**config.mk**
```make
export PLATFORM = sky130hd
export DESIGN_NAME = lsu_store_seq
export DESIGN_NICKNAME = d
export VERILOG_FILES = /design/src/rtl/lsu_st_pkg.sv /design/src/rtl/lsu_st_fifo.sv /design/src/rtl/lsu_store_seq.sv
export SDC_FILE = /design/constraint.sdc
export NUM_CORES = 1
export LEC_CHECK = 0
export ABC_AREA = 1
export ABC_CLOCK_PERIOD_IN_PS = 6840
export CAP_MARGIN = 20
export CORE_AREA = 2 2 164 166
export DETAILED_ROUTE_END_ITERATION = 10
export DIE_AREA = 0 0 166 168
export GPL_ROUTABILITY_DRIVEN = 0
export PLACE_DENSITY = 0.75
export SYNTH_ARGS = -nofsm -noshare
export SYNTH_HDL_FRONTEND = slang
export SYNTH_SLANG_ARGS = --single-unit
export TNS_END_PERCENT = 10
```
**constraint.sdc**
```tcl
create_clock -name clk -period 6.84 [get_ports clk]
set_input_delay 2.052 -clock clk [delete_from_list [all_inputs] [get_ports clk]]
set_output_delay 2.052 -clock clk [all_outputs]
set_load 0.03 [all_outputs]
```
**src/rtl/lsu_st_pkg.sv**
```systemverilog
// Shared types and AXI constants for the LSU store sequencer.
package lsu_st_pkg;

  typedef enum logic [1:0] {
    ST_IDLE   = 2'd0,
    ST_AW     = 2'd1,
    ST_DATA   = 2'd2,
    ST_WAIT_B = 2'd3
  } st_state_e;

  localparam logic [1:0] BRESP_OKAY     = 2'b00;
  localparam logic [1:0] BRESP_SLVERR   = 2'b10;
  localparam logic [1:0] AXI_BURST_INCR = 2'b01;

endpackage

```
**src/rtl/lsu_st_fifo.sv**
```systemverilog
// Write-data skid FIFO: registered storage, head visible the cycle after push.
// D must be a power of two, at least 2.
module lsu_st_fifo #(
  parameter int W = 72,
  parameter int D = 2
) (
  input  logic         clk,
  input  logic         rst_n,
  input  logic         push_i,
  input  logic [W-1:0] wdata_i,
  input  logic         pop_i,
  output logic [W-1:0] rdata_o,
  output logic         full_o,
  output logic         empty_o
);

  localparam int AW = $clog2(D);

  logic [W-1:0] mem_q [D];
  logic [AW:0]  wr_ptr_q, wr_ptr_d;
  logic [AW:0]  rd_ptr_q, rd_ptr_d;

  // Extra pointer MSB distinguishes full from empty when the indices match.
  assign full_o  = (wr_ptr_q[AW] != rd_ptr_q[AW]) && (wr_ptr_q[AW-1:0] == rd_ptr_q[AW-1:0]);
  assign empty_o = (wr_ptr_q == rd_ptr_q);
  assign rdata_o = mem_q[rd_ptr_q[AW-1:0]];

  always_comb begin
    wr_ptr_d = wr_ptr_q;
    rd_ptr_d = rd_ptr_q;
    if (push_i && !full_o) wr_ptr_d = wr_ptr_q + {{AW{1'b0}}, 1'b1};
    if (pop_i && !empty_o) rd_ptr_d = rd_ptr_q + {{AW{1'b0}}, 1'b1};
  end

  always_ff @(posedge clk) begin
    if (!rst_n) begin
      wr_ptr_q <= '0;
      rd_ptr_q <= '0;
    end else begin
      wr_ptr_q <= wr_ptr_d;
      rd_ptr_q <= rd_ptr_d;
    end
  end

  always_ff @(posedge clk) begin
    if (push_i && !full_o) mem_q[wr_ptr_q[AW-1:0]] <= wdata_i;
  end

endmodule

```
**src/rtl/lsu_store_seq.sv**
```systemverilog
// Strided store sequencer: one AW, (len+1)*(num+1) W beats, num+1 B responses, then done.
module lsu_store_seq #(
  parameter int DATA_W = 64,
  parameter int ADDR_W = 10,
  parameter int ORAM_W = 12,
  parameter int FIFO_D = 2,
  localparam int STRB_W = DATA_W / 8
) (
  input  logic              clk,
  input  logic              rst_n,
  input  logic              req_vld,
  output logic              req_rdy,
  input  logic [ADDR_W-1:0] req_awaddr,
  input  logic [7:0]        req_len,
  input  logic [2:0]        req_size,
  input  logic [1:0]        req_burst,
  input  logic [2:0]        req_str,
  input  logic [3:0]        req_num,
  input  logic [ORAM_W-1:0] req_oram_addr,
  input  logic [DATA_W-1:0] st_data,
  input  logic [STRB_W-1:0] st_strb,
  input  logic              st_vld,
  output logic              st_rdy,
  output logic [7:0]        lsu_axi_awid,
  output logic [ADDR_W-1:0] lsu_axi_awaddr,
  output logic [7:0]        lsu_axi_awlen,
  output logic [2:0]        lsu_axi_awsize,
  output logic [1:0]        lsu_axi_awburst,
  output logic [2:0]        lsu_axi_awstr,
  output logic [ORAM_W-1:0] lsu_axi_oram_addr,
  output logic              lsu_axi_awvld,
  input  logic              axi_lsu_awrdy,
  output logic [DATA_W-1:0] lsu_axi_wdata,
  output logic [STRB_W-1:0] lsu_axi_wstrb,
  output logic              lsu_axi_wlast,
  output logic              lsu_axi_wvld,
  input  logic              axi_lsu_wrdy,
  input  logic              axi_lsu_bvld,
  input  logic [1:0]        axi_lsu_bresp,
  input  logic              axi_lsu_bid,
  input  logic [ORAM_W-1:0] axi_lsu_resp_oram_addr,
  output logic              lsu_axi_brdy,
  output logic              done,
  output logic              err,
  output logic [1:0]        dbg_state_o,
  output logic              dbg_last_bid_o,
  output logic [ORAM_W-1:0] dbg_last_resp_oram_o
);
  import lsu_st_pkg::*;

  // Handshake rule on every channel: a transfer happens on the rising edge where
  // vld and rdy are both high; rdy never depends combinationally on vld.

  st_state_e state_q, state_d;

  logic [ADDR_W-1:0] awaddr_q, awaddr_d;
  logic [7:0]        len_q, len_d;
  logic [2:0]        size_q, size_d;
  logic [1:0]        burst_q, burst_d;
  logic [2:0]        str_q, str_d;
  logic [3:0]        num_q, num_d;
  logic [ORAM_W-1:0] oram_q, oram_d;
  logic [7:0]        awid_q, awid_d;
  logic [7:0]        beat_cnt_q, beat_cnt_d;
  logic [4:0]        burst_cnt_q, burst_cnt_d;
  logic [4:0]        resp_cnt_q, resp_cnt_d;
  logic [12:0]       acc_cnt_q, acc_cnt_d;
  logic              err_q, err_d;
  logic              bid_q, bid_d;
  logic [ORAM_W-1:0] resp_oram_q, resp_oram_d;

  logic              in_data, fifo_full, fifo_empty;
  logic              req_hs, aw_hs, st_push, w_hs, b_hs, resp_all;
  logic [12:0]       total_beats;
  logic [4:0]        resp_tgt;

  // 13 bits: 256 beats x 16 bursts = 4096 does not fit in 12.
  assign total_beats = ({5'd0, len_q} + 13'd1) * ({9'd0, num_q} + 13'd1);
  assign resp_tgt    = {1'b0, num_q} + 5'd1;
  assign resp_all    = (resp_cnt_q == resp_tgt);

  assign req_hs  = req_vld && req_rdy;
  assign aw_hs   = lsu_axi_awvld && axi_lsu_awrdy;
  assign st_push = st_vld && st_rdy;
  assign w_hs    = lsu_axi_wvld && axi_lsu_wrdy;
  assign b_hs    = axi_lsu_bvld && lsu_axi_brdy;

  lsu_st_fifo #(.W(DATA_W + STRB_W), .D(FIFO_D)) u_fifo (
    .clk     (clk),
    .rst_n   (rst_n),
    .push_i  (st_push),
    .wdata_i ({st_strb, st_data}),
    .pop_i   (w_hs),
    .rdata_o ({lsu_axi_wstrb, lsu_axi_wdata}),
    .full_o  (fifo_full),
    .empty_o (fifo_empty)
  );

  always_ff @(posedge clk) begin
    if (!rst_n) state_q <= ST_IDLE;
    else        state_q <= state_d;
  end

  always_comb begin
    state_d = state_q;
    case (state_q)
      ST_IDLE:   if (req_vld) state_d = ST_AW;
      ST_AW:     if (axi_lsu_awrdy) state_d = ST_DATA;
      ST_DATA:   if (w_hs && lsu_axi_wlast && (burst_cnt_q == {1'b0, num_q})) state_d = ST_WAIT_B;
      ST_WAIT_B: if (resp_all) state_d = ST_IDLE;
      default:   state_d = ST_IDLE;
    endcase
  end

  always_comb begin
    req_rdy       = (state_q == ST_IDLE);
    lsu_axi_awvld = (state_q == ST_AW);
    in_data       = (state_q == ST_DATA);
    lsu_axi_brdy  = ((state_q == ST_DATA) || (state_q == ST_WAIT_B)) && !resp_all;
    done          = (state_q == ST_WAIT_B) && resp_all;
  end

  assign st_rdy        = in_data && !fifo_full && (acc_cnt_q != total_beats);
  assign lsu_axi_wvld  = in_data && !fifo_empty;
  assign lsu_axi_wlast = (beat_cnt_q == len_q);

  always_comb begin
    awaddr_d    = awaddr_q;
    len_d       = len_q;
    size_d      = size_q;
    burst_d     = burst_q;
    str_d       = str_q;
    num_d       = num_q;
    oram_d      = oram_q;
    awid_d      = awid_q;
    beat_cnt_d  = beat_cnt_q;
    burst_cnt_d = burst_cnt_q;
    resp_cnt_d  = resp_cnt_q;
    acc_cnt_d   = acc_cnt_q;
    err_d       = err_q;
    bid_d       = bid_q;
    resp_oram_d = resp_oram_q;
    if (req_hs) begin
      awaddr_d    = req_awaddr;
      len_d       = req_len;
      size_d      = req_size;
      burst_d     = req_burst;
      str_d       = req_str;
      num_d       = req_num;
      oram_d      = req_oram_addr;
      beat_cnt_d  = '0;
      burst_cnt_d = '0;
      resp_cnt_d  = '0;
      acc_cnt_d   = '0;
      err_d       = 1'b0;
    end
    if (aw_hs)   awid_d    = awid_q + 8'd1;
    if (st_push) acc_cnt_d = acc_cnt_q + 13'd1;
    if (w_hs) begin
      if (lsu_axi_wlast) begin
        beat_cnt_d  = '0;
        burst_cnt_d = burst_cnt_q + 5'd1;
      end else begin
        beat_cnt_d  = beat_cnt_q + 8'd1;
      end
    end
    // Responses may overlap the data phase; each one is counted as it arrives.
    if (b_hs) begin
      resp_cnt_d  = resp_cnt_q + 5'd1;
      bid_d       = axi_lsu_bid;
      resp_oram_d = axi_lsu_resp_oram_addr;
      if (axi_lsu_bresp != BRESP_OKAY) err_d = 1'b1;
    end
  end

  always_ff @(posedge clk) begin
    if (!rst_n) begin
      awaddr_q    <= '0;
      len_q       <= '0;
      size_q      <= '0;
      burst_q     <= '0;
      str_q       <= '0;
      num_q       <= '0;
      oram_q      <= '0;
      awid_q      <= '0;
      beat_cnt_q  <= '0;
      burst_cnt_q <= '0;
      resp_cnt_q  <= '0;
      acc_cnt_q   <= '0;
      err_q       <= 1'b0;
      bid_q       <= 1'b0;
      resp_oram_q <= '0;
    end else begin
      awaddr_q    <= awaddr_d;
      len_q       <= len_d;
      size_q      <= size_d;
      burst_q     <= burst_d;
      str_q       <= str_d;
      num_q       <= num_d;
      oram_q      <= oram_d;
      awid_q      <= awid_d;
      beat_cnt_q  <= beat_cnt_d;
      burst_cnt_q <= burst_cnt_d;
      resp_cnt_q  <= resp_cnt_d;
      acc_cnt_q   <= acc_cnt_d;
      err_q       <= err_d;
      bid_q       <= bid_d;
      resp_oram_q <= resp_oram_d;
    end
  end

  assign lsu_axi_awid      = awid_q;
  assign lsu_axi_awaddr    = awaddr_q;
  assign lsu_axi_awlen     = len_q;
  assign lsu_axi_awsize    = size_q;
  assign lsu_axi_awburst   = burst_q;
  assign lsu_axi_awstr     = str_q;
  assign lsu_axi_oram_addr = oram_q;
  assign err               = err_q;

  assign dbg_state_o          = state_q;
  assign dbg_last_bid_o       = bid_q;
  assign dbg_last_resp_oram_o = resp_oram_q;

endmodule

```
==> results.yml <==
global_route:
  grt_pass1_vias: 8814
  grt_max_degree: 73
  grt_use_total_pct: 19.4
  grt_antenna_before_repair: 0
  grt_overflow: 0
  grt_first_pass_wirelength_um: 44700
power:
  p_comb_share_pct: 35.7
  swShare_pct: 34.6
  powerDensity_mw_per_mm2: 316
  seqPwrFrac_pct: 36.8
  leakagePower_nw: 5.95
  p_int_mw: 3.30
  worst_ir_drop_vdd_mv: 0.255
  power_mw: 5.04
  power.net_switching_mw: 1.74
  clkPwrFrac_pct: 27.5
worst_setup_path:
  crit_fanout: 5
  reg2reg_slack_ns: 1.38
  worstSetupEndpointType: "output pin"
  r2r_cells: 24
  cp.required_ns: 4.79
  crit_type: "flip-flop to output pin"
  worstPathArrival_ns: 4.59
  startpoint_type: "flip-flop"
hold_path:
  hold_path_depth: 2
  hold_class: "flip-flop to flip-flop"
sta:
  setup_viol: 0
  finClkSkew_ns: 0.0148
  setup_ws_ns: 0.199
  maxSlewViolCount: 0
  hold_viol_final: 0
  slew_headroom_pct: 34.1
  tightest_slew_ns: 0.989
  fin_crit_sh_pct: 97.1
  fmax_mhz: 151
  period_needed_ns: 6.64
flow_run:
  max-cap-violations: 0
cts:
  numCtsBuffers: 26
  cts.reportedPaths.clkPinSlew_ns: 0.06
  ctsHtreeMaxLevel: 1
  root_buffer: "clkbuf_16"
  cts_tree: "yes"
  cts_sinks: 246
  clk_path_buf_depth: 3
  worstSkewPairLatency_ns: 0.53
  cts_hold_buf: 0
final_layout:
  mostFrequentLayoutCells: "clkdlybuf4s50_1, nand2_1, edfxtp_1"
  syn_to_final_growth_pct: 37.6
  diodes: 0
  nNetsFinal: 1594
  regArea_mm2: 0.00640
  final-instance-count-excl-fill: 1765
  final_common_cell: "clkdlybuf4s50_1"
  n_fill_cell: 2137
  drive_gt1_share_pct: 15.1
  multi_input_area_mm2: 0.00487
drt:
  drcViolationCount: 0
  dr.pass1.iters: 7
  wire_per_inst_um: 16.0
  routed-via-count: 8971
  drtIter0Drc: 573
  postRouteAntennaNets: 0
  vias_per_cell: 5.08
  routed_wl_um: 28200
synth:
  async_reset_ff_share_pct: 0
  avgSynthCellArea_um2: 10.3
  synth_area_mm2: 0.0116
  synth_ff_type: "edfxtp_1"
  yosysWarnings: 0
  ys_ff_latch: 246
  ys_seq_area_share_pct: 55.0
  netlist-cell-type-count: 45
  synth_enable_flop_cells: 144
  syn_inst: 1119
  syn_nets: 1307
placed_design:
  post-place-ws_ns: 0.347
  placed_cells: 1708
  hpwlAfterDp_um: 19600
  port_buffers: 276
die:
  fp.dieH_um: 168
  start_util_pct: 43.9
  die_width_um: 166
  die_area_mm2: 0.0279
  row_count: 60
  coreArea_mm2: 0.0264
  io_pins: 277
status:
  outcome: "finished clean"
per-layer routing:
| metal | up-vias | track usage, % | wire length, um |
|---|---|---|---|
| li1 | 4341 | - | - |
| met1 | 4268 | 24.5 | 11900 |
| met2 | 321 | 33.7 | 13500 |
| met3 | 41 | 4.72 | 2240 |
| met4 | 0 | 4.46 | 561 |
| met5 | - | 0 | 0 |
worst paths after layout:
check | start | endpoint
worst max-delay path | lsu_axi_awlen[1]$_SDFFE_PN0P_ | st_rdy
worst min-delay path | dbg_last_resp_oram_o[4]$_SDFFE_PN0P_ | dbg_last_resp_oram_o[4]$_SDFFE_PN0P_
worst max register to register | lsu_axi_awlen[1]$_SDFFE_PN0P_ | u_fifo.mem_q[0][9]$_DFFE_PP_
worst min register to register | dbg_last_resp_oram_o[4]$_SDFFE_PN0P_ | dbg_last_resp_oram_o[4]$_SDFFE_PN0P_
cells by family (layout without fill, tap and decap cells):
kind of cell	after synthesis	after routing	share of synthesized area, %
buffers and inverters	150	455	5.10
AOI/OAI and AO/OA	137	137	6.40
and+or+nand+nor	415	415	15.9
xor gates and xnor gates	47	47	3.69
adders and majority gates	52	52	6.92
DFF	246	246	55.0
muxes	72	72	7.01
flip-flops by register name (all words and copies together), names as in the netlist, 3 cells and up, named ones only:
name and cells:
burst_cnt_q 5, resp_cnt_q 5, lsu_axi_awid 8, acc_cnt_q 13
lsu_axi_awaddr 10, lsu_axi_awlen 8, u_fifo.mem_q 144, num_q 4
lsu_axi_oram_addr 12, lsu_axi_awsize 3, beat_cnt_q 8, dbg_last_resp_oram_o 12
lsu_axi_awstr 3
power by group through the flow:
stage	Combinational, mW	Sequential, mW	Clock, mW
detailed placement	1.67	1.87	0
global route	1.95	1.87	1.49
floorplan	0.925	2.01	0
global placement	1.65	1.86	0
finish	1.80	1.85	1.39
CTS	1.70	1.85	1.43
what timing repair did:
| item | 4_1_cts | 5_1_grt |
|---|---|---|
| endpoints found under the setup margin | 1 | 1 |
| pin swaps | 0 | 16 |
| setup buffers | 1 | 10 |
| resized for setup | 16 | 45 |
synth_stat cells, types with 2 or more instances:
library cell / n / area [um2]
or2_2: 2 / 12.5
a31oi_1: 2 / 12.5
a21oi_1: 58 / 290
ha_1: 32 / 400
fa_1: 20 / 400
nor2_1: 133 / 499
buf_1: 4 / 15.0
buf_2: 6 / 30.0
mux2_2: 72 / 811
nand3_2: 8 / 80.1
nand3b_1: 4 / 30.0
xor2_1: 22 / 193
dfxtp_1: 102 / 2040
xnor2_1: 23 / 201
clkinv_1: 2 / 7.51
nand2_1: 183 / 687
a21oi_2: 9 / 78.8
nand4_1: 18 / 113
clkbuf_1: 26 / 97.6
edfxtp_1: 144 / 4320
o21ai_0: 61 / 305
nor2_2: 2 / 12.5
nand3_4: 3 / 52.6
nand2_2: 3 / 18.8
inv_2: 4 / 15.0
inv_1: 106 / 398
nand3_1: 43 / 215
nor3_1: 10 / 50.1
through the flow:
step	setup TNS (ns)	hold slack, ns	area, um2	utilization (%)
2_1_floorplan	-131.84	0.443	11600	-
3_3_place_gp	0	0.453	14700	55.9
3_5_place_dp	0	0.458	14700	55.9
4_1_cts	0	0.468	15600	59.3
5_1_grt	-0.0493	0.488	15900	60.4
6_report	0	0.463	15900	60.4
layout make-up:
| cell class | instances | area share [%] |
|---|---|---|
| Clock buffer | 29 | 4.29 |
| Tap cell | 341 | 2.68 |
| Clock inverter | 17 | 0.982 |
| Sequential cell | 246 | 40.2 |
| Timing Repair Buffer | 297 | 18.6 |
| Multi-Input combinational cell | 723 | 30.6 |
| Inverter | 112 | 2.66 |
critical path, stage by stage, from the launching register on:
cell      delay [ns]
dfxtp_4         0.40
nand3_4         0.09
nor2_4          0.12
inv_1           0.07
o21bai_1        0.13
nand2_1         0.12
inv_2           0.10
nand2_1         0.07
fa_1            0.50
inv_1           0.05
fa_1            0.50
fa_1            0.56
ha_4            0.22
nand2_1         0.08
nand2_1         0.11
a21oi_2         0.18
nand3_1         0.09
nand2_1         0.06
nand3_1         0.07
nor2_2          0.16
nand3_4         0.09
nand2_1         0.06
inv_1           0.05
buf_4           0.16
Note: power is estimated with default switching activity, not from simulation.
